==> src/rtl/pipe_ctrl_pkg.sv <==
// Shared types for the pipeline stall/flush sequencer: FSM states, the
// stage-register control bundle with its canned settings, and hazard priority.
package pipe_ctrl_pkg;

  typedef enum logic [1:0] {
    ST_RUN    = 2'd0,
    ST_MDBUSY = 2'd1,
    ST_HALT   = 2'd2
  } state_e;

  typedef struct packed {
    logic pc_en;
    logic ifid_en;
    logic ifid_clr;
    logic idex_en;
    logic idex_clr;
    logic idex_bb;
    logic exmem_en;
    logic exmem_clr;
    logic memwb_en;
    logic memwb_bb;
  } ctrl_t;

  // Bit order follows the struct: pc, ifid en/clr, idex en/clr/bb, exmem en/clr, memwb en/bb
  localparam ctrl_t CTRL_DEFAULT = ctrl_t'(10'b1_10_100_10_10);
  localparam ctrl_t CTRL_LOADUSE = ctrl_t'(10'b0_00_101_10_10);
  localparam ctrl_t CTRL_BRANCH  = ctrl_t'(10'b1_11_110_10_10);
  localparam ctrl_t CTRL_EXC     = ctrl_t'(10'b1_11_110_11_10);
  localparam ctrl_t CTRL_FREEZE  = ctrl_t'(10'b0_00_000_00_11);
  localparam ctrl_t CTRL_IDLE    = ctrl_t'(10'b0_00_000_00_00);
  localparam ctrl_t CTRL_RESET   = ctrl_t'(10'b0_01_010_01_00);

  typedef enum logic [2:0] {
    HZ_NONE    = 3'd0,
    HZ_LOADUSE = 3'd1,
    HZ_BRANCH  = 3'd2,
    HZ_MULDIV  = 3'd3,
    HZ_EXC     = 3'd4,
    HZ_HALT    = 3'd5
  } hazard_e;

  function automatic hazard_e hazard_pick(input logic halt, input logic exc,
                                          input logic muldiv, input logic branch,
                                          input logic loaduse);
    if (halt)         return HZ_HALT;
    else if (exc)     return HZ_EXC;
    else if (muldiv)  return HZ_MULDIV;
    else if (branch)  return HZ_BRANCH;
    else if (loaduse) return HZ_LOADUSE;
    else              return HZ_NONE;
  endfunction

endpackage

==> src/rtl/md_timer.sv <==
// Loadable down-counter for mul/div freezes; last flags the final busy cycle.
module md_timer #(
  parameter int W = 5
) (
  input  logic         clk,
  input  logic         rst_n,
  input  logic         load,
  input  logic         clear,
  input  logic [W-1:0] load_val,
  output logic         last
);

  logic [W-1:0] count;

  always_ff @(posedge clk or negedge rst_n) begin
    if (!rst_n)              count <= '0;
    else if (clear)          count <= '0;
    else if (load)           count <= load_val;
    else if (count != '0)    count <= count - W'(1);
  end

  assign last = (count == W'(1));

endmodule

==> src/rtl/pipe_hazard_ctrl.sv <==
// Stall/flush sequencer for the 5-stage pipeline: Mealy controls from
// registered state plus live hazard inputs, with performance counters.
module pipe_hazard_ctrl
  import pipe_ctrl_pkg::*;
#(
  parameter int MUL_CYCLES = 4,
  parameter int DIV_CYCLES = 32,
  parameter int CNT_W      = 32
) (
  input  logic             clk,
  input  logic             rst_n,
  input  logic [4:0]       id_rs,
  input  logic [4:0]       id_rt,
  input  logic             id_uses_rs,
  input  logic             id_uses_rt,
  input  logic             ex_memread,
  input  logic [4:0]       ex_wbreg,
  input  logic             ex_branch_taken,
  input  logic             ex_muldiv_start,
  input  logic             ex_is_div,
  input  logic             exc_req,
  input  logic             wb_syscall_halt,
  input  logic             go,
  output logic             pc_en,
  output logic             ifid_en,
  output logic             ifid_clr,
  output logic             idex_en,
  output logic             idex_clr,
  output logic             idex_bb,
  output logic             exmem_en,
  output logic             exmem_clr,
  output logic             memwb_en,
  output logic             memwb_bb,
  output logic             halted,
  output logic             md_busy,
  output logic [CNT_W-1:0] cycle_cnt,
  output logic [CNT_W-1:0] stall_cnt,
  output logic [CNT_W-1:0] flush_cnt
);

  localparam int MAXC = (DIV_CYCLES > MUL_CYCLES) ? DIV_CYCLES : MUL_CYCLES;
  localparam int TW   = $clog2(MAXC);

  state_e  state_q, state_d;
  hazard_e hz;
  ctrl_t   ctrl;
  logic    go_q, md_ack, ack_d;
  logic    t_load, t_clear, t_last, flush;
  logic    load_use;
  logic [TW-1:0] t_val;

  assign load_use = ex_memread && (ex_wbreg != 5'd0) &&
                    ((id_uses_rs && (id_rs == ex_wbreg)) ||
                     (id_uses_rt && (id_rt == ex_wbreg)));

  assign hz    = hazard_pick(wb_syscall_halt, exc_req, ex_muldiv_start && !md_ack,
                             ex_branch_taken, load_use);
  assign t_val = ex_is_div ? TW'(DIV_CYCLES - 1) : TW'(MUL_CYCLES - 1);

  md_timer #(.W(TW)) u_md_timer (
    .clk      (clk),
    .rst_n    (rst_n),
    .load     (t_load),
    .clear    (t_clear),
    .load_val (t_val),
    .last     (t_last)
  );

  always_comb begin
    ctrl    = CTRL_DEFAULT;
    state_d = state_q;
    t_load  = 1'b0;
    t_clear = 1'b0;
    ack_d   = 1'b0;
    flush   = 1'b0;
    unique case (state_q)
      ST_RUN: begin
        unique case (hz)
          HZ_HALT:    begin ctrl = CTRL_FREEZE; state_d = ST_HALT; end
          HZ_EXC:     begin ctrl = CTRL_EXC; flush = 1'b1; end
          HZ_MULDIV:  begin ctrl = CTRL_FREEZE; t_load = 1'b1; state_d = ST_MDBUSY; end
          HZ_BRANCH:  begin ctrl = CTRL_BRANCH; flush = 1'b1; end
          HZ_LOADUSE: ctrl = CTRL_LOADUSE;
          default:    ctrl = CTRL_DEFAULT;
        endcase
      end
      ST_MDBUSY: begin
        if (exc_req) begin
          ctrl    = CTRL_EXC;
          flush   = 1'b1;
          t_clear = 1'b1;
          state_d = ST_RUN;
        end else begin
          ctrl = CTRL_FREEZE;
          // md_ack masks the start level still held by the finishing instruction
          if (t_last) begin
            state_d = ST_RUN;
            ack_d   = 1'b1;
          end
        end
      end
      ST_HALT: begin
        ctrl = CTRL_IDLE;
        if (go && !go_q) state_d = ST_RUN;
      end
      default: state_d = ST_RUN;
    endcase
    if (!rst_n) ctrl = CTRL_RESET;
  end

  always_ff @(posedge clk or negedge rst_n) begin
    if (!rst_n) begin
      state_q   <= ST_RUN;
      go_q      <= 1'b0;
      md_ack    <= 1'b0;
      cycle_cnt <= '0;
      stall_cnt <= '0;
      flush_cnt <= '0;
    end else begin
      state_q <= state_d;
      go_q    <= go;
      md_ack  <= ack_d;
      if (state_q != ST_HALT) begin
        cycle_cnt <= cycle_cnt + CNT_W'(1);
        if (!ctrl.pc_en) stall_cnt <= stall_cnt + CNT_W'(1);
      end
      if (flush) flush_cnt <= flush_cnt + CNT_W'(1);
    end
  end

  assign pc_en     = ctrl.pc_en;
  assign ifid_en   = ctrl.ifid_en;
  assign ifid_clr  = ctrl.ifid_clr;
  assign idex_en   = ctrl.idex_en;
  assign idex_clr  = ctrl.idex_clr;
  assign idex_bb   = ctrl.idex_bb;
  assign exmem_en  = ctrl.exmem_en;
  assign exmem_clr = ctrl.exmem_clr;
  assign memwb_en  = ctrl.memwb_en;
  assign memwb_bb  = ctrl.memwb_bb;
  assign halted    = (state_q == ST_HALT);
  assign md_busy   = (state_q == ST_MDBUSY);

endmodule
==> config.mk <==
export PLATFORM = sky130hd
export DESIGN_NAME = pipe_hazard_ctrl
export DESIGN_NICKNAME = d
export VERILOG_FILES = /design/src/rtl/pipe_ctrl_pkg.sv /design/src/rtl/md_timer.sv /design/src/rtl/pipe_hazard_ctrl.sv
export SDC_FILE = /design/constraint.sdc
export NUM_CORES = 1
export LEC_CHECK = 0
export CAP_MARGIN = 15
export CELL_PAD_IN_SITES_DETAIL_PLACEMENT = 2
export CELL_PAD_IN_SITES_GLOBAL_PLACEMENT = 2
export CORE_MARGIN = 8
export CORE_UTILIZATION = 30
export CTS_CLUSTER_DIAMETER = 100
export DETAILED_ROUTE_END_ITERATION = 16
export PLACE_DENSITY = 0.76
export SYNTH_ARGS = -nofsm -noshare
export SYNTH_HDL_FRONTEND = slang
export SYNTH_SLANG_ARGS = --single-unit
==> constraint.sdc <==
create_clock -name clk -period 2.4 [get_ports clk]
set_clock_uncertainty 0.05 [all_clocks]
set_input_delay 0.24 -clock clk [delete_from_list [all_inputs] [get_ports clk]]
set_output_delay 0.24 -clock clk [all_outputs]
set_load 0.005 [all_outputs]
==> summary.txt <==
Worst setup path
  – Worst path cell trace: nand2b_1 -> a31oi_2 -> or2_2 -> nand2_1 -> clkdlybuf4s50_1
  – Critical R2R Launch: state_q[1]
  – R2R Setup Slk: 160 ps
  – WP depth: 5
  – Crit path max-delay family: buffers and inverters
  – Nature of the critical path endpoint: output pin
  – Worst R2R Path Depth: 9
  – Crit path max fanout: 4
  – WP data arrival: around 2000 ps
  – Crit path kind: reg2out
  – Reg-to-reg endpoint: stall_cnt[9]
  – CP max stage cell: clkdlybuf4s50_1
  – Bufs and invs on worst path: 1
  – Largest stage delay on the critical path: 500 ps
  – Worst setup SP type: register
  – CP Data Required Time: between 2000 and 2500 ps

Layout
  – Ant diodes: 0
  – Sequential Area: 2630 µm²
  – Most common cell after layout, fill and taps aside: clkdlybuf4s50_1
  – # fillers: approximately 1700
  – Commonest cells after routing, fill and taps aside: clkdlybuf4s50_1, dfrtp_1, xnor2_1
  – Fin cells: 857
  – Share of post-route cells with drive strength above 1: 0.113
  – Multi-input logic area: 2360 µm²
  – Layout Area Growth over Synthesis: 43.0%
  – Fin util: 0.436
  – Fin nets: 664

GRT
  – Largest net degree at the start of global routing: 56
  – Number of antenna violations at the first check in global routing: 0
  – GRT Total Usage: 0.155
  – First-pass GRT wire length: 26800 µm
  – Vias in the first global route: roughly 4800
  – GR Overflow Total: 0

Synth
  – Synth unique cells: 43
  – Seq cells post-synth: roughly 110
  – Syn avg cell area: 10.8 µm²
  – Register area share after synthesis: 0.523
  – Synth area leaders: dfrtp_1, xnor2_1, nand3_1
  – Mapped Cells: around 470
  – Top_reg_cell synth: dfrtp_1
  – Yosys top cell by area: dfrtp_1
  – Number of synthesized flops with an enable pin: 0
  – Share of the synthesized area in the top cell type: 0.523
  – Post-Syn Nets: about 500
  – Mapped Area: 5020 µm²
  – Async set-reset flop share out of synthesis: 1.00
  – Synth warn: 0

Detailed routing
  – Vias: a little over 4000
  – DRC errors left: 0
  – First-pass DRT Iterations: 4
  – Drt total wl: 15900 µm
  – Iter 0 DRT Violations: ~140
  – Drt via density: 4.79
  – Routed len/inst: between 15 and 20 µm
  – ANT nets after route: 0

Clock tree
  – CTS tree: yes
  – # H-tree levels: 3
  – Clock Path Buffers: 2
  – Total CTS buffers: 9
  – Root buf cell: clkbuf_16
  – Clock Pin Slew Worst Setup and Hold Paths: 70 ps
  – Skew-Pair Late Insertion Delay: 340 ps
  – Clock sinks: approximately 110

STA
  – RSZ-0062 raised after global routing: false
  – Setup-failing EPs final: 0
  – Slew Limit Fails: 0
  – Fin crit share: 0.958
  – Min setup slack post-route: between 100 and 150 ps
  – Final min period: 2300 ps
  – Worst slew pin tran: around 750 ps
  – Final hold vios: 0
  – Slew margin rel.: 0.503
  – FMAX: around 0.44 GHz
  – Fin Setup TNS: 0 ps

Floorplanning
  – Die area: between 20000 and 25000 µm²
  – # rows: 47
  – Die Ht: 145 µm
  – Core area: ~16000 µm²
  – Top Ports: between 100 and 150
  – Die W: around 150 µm
  – Initial Util: 0.305

Placement
  – Port buffer count: between 100 and 150
  – Detail Placement HPWL: approximately 12000 µm
  – DP Worst Slack: -219 ps
  – Placed Instances: roughly 830
  – Routability-driven placement congestion ratio: around 0.74

Worst hold path
  – Hold crit path type: in2async

Pwr
  – Leak pwr: between 3 and 4 nW
  – Maximum VDD drop: ~0.35 mV
  – Final total power: between 4 and 5 mW
  – Cell Pwr Density: ~670 nW/µm²

Outcome
  – Outcome: finished, final reports clean

Job
  – Max-cap violation count: 0
[per-layer routing]
| layer | GRT usage | vias to the layer above | wire (µm) |
|---|---|---|---|
| met1 | 0.174 | 2092 | 6540 |
| li1 | - | 1913 | - |
| met5 | 0 | - | 0 |
| met3 | 0.0389 | 15 | 753 |
| met4 | 0.0552 | 0 | 266 |
| met2 | 0.280 | 85 | 8380 |
[registers in the layout, summed over array words and instances (netlist names)]
register	count
u_md_timer.count	5
flush_cnt	32
md_ack	1
stall_cnt	32
cycle_cnt	32
go_q	1
state_q	2
[per-stage QoR]
stage	instance area (µm²)	hold slack, ps
after floorplan	5020	-106
after global placement	6780	28.7
after detailed placement	6780	37.3
after CTS	7140	50.2
after global routing	7180	79.4
final	7180	24.4
[worst reg2reg max path: cells and delay by family, from the launching register on]
family / cells / cell delay [ps]
buffers and inverters: 3 / 500
XOR/XNOR: 1 / 150
flip-flops: 1 / 480
AND/OR/NAND/NOR: 2 / 430
AO/OA/AOI/OAI: 3 / 510
[timing repair]
action | 4_1_cts | 5_1_grt
gates resized for setup | 12 | 6
gates cloned | 0 | 0
endpoints found under the hold margin | 5 | 0
hold buffers | 1 | 0
buffers inserted | 4 | 2
pin swaps | 2 | 1
setup endpoints to repair | 7 | 39
[final cells by class]
type,instances,area share
Clock buffer,11,0.0352
Clock inverter,5,0.00557
Inverter,12,0.00627
Multi-Input combinational cell,339,0.328
Sequential cell,105,0.366
Tap cell,220,0.0383
Timing Repair Buffer,165,0.221
[how the worst max path moves through the flow]
stage,slack (ps),startpoint,to
2_1_floorplan,480,flush_cnt[0],flush_cnt[24]
3_3_place_gp,-90,ex_wbreg[3],ifid_en
3_5_place_dp,-220,ex_wbreg[3],ifid_en
4_1_cts,40,state_q[0],exmem_en
5_1_grt,10,md_ack,ifid_clr
6_report,100,md_ack,ifid_clr
[synth_stat cells (3+ instances only)]
master / count
nand2b_1: 6
and3_1: 19
o21ai_0: 4
nand4_1: 29
buf_2: 4
buf_4: 3
ha_1: 6
nand3_1: 37
a21oi_1: 8
nor2_1: 25
and2_1: 8
dfrtp_1: 105
and4_1: 6
xnor2_1: 91
nand2_1: 48
xor2_1: 16
nor3_1: 7
inv_1: 12
[where the power goes]
group          switching, mW  leakage [nW]  internal (mW)
clock network          0.684         0.146          0.768
registers              0.270          1.41           1.96
logic                  0.516          1.56          0.622
[cells by family (layout without fill, tap and decap cells)]
kind of cell    count (synthesis)  in the layout  share of synthesized area
compound gates                 20             20                     0.0242
mux                             1              1                    0.00224
xor+xnor                      107            107                      0.187
buf+inv                        23            193                     0.0204
fa+ha+maj                       6              6                     0.0149
simple gates                  205            205                      0.229
flops                         105            105                      0.523
Note: power is estimated with default switching activity, not from simulation.
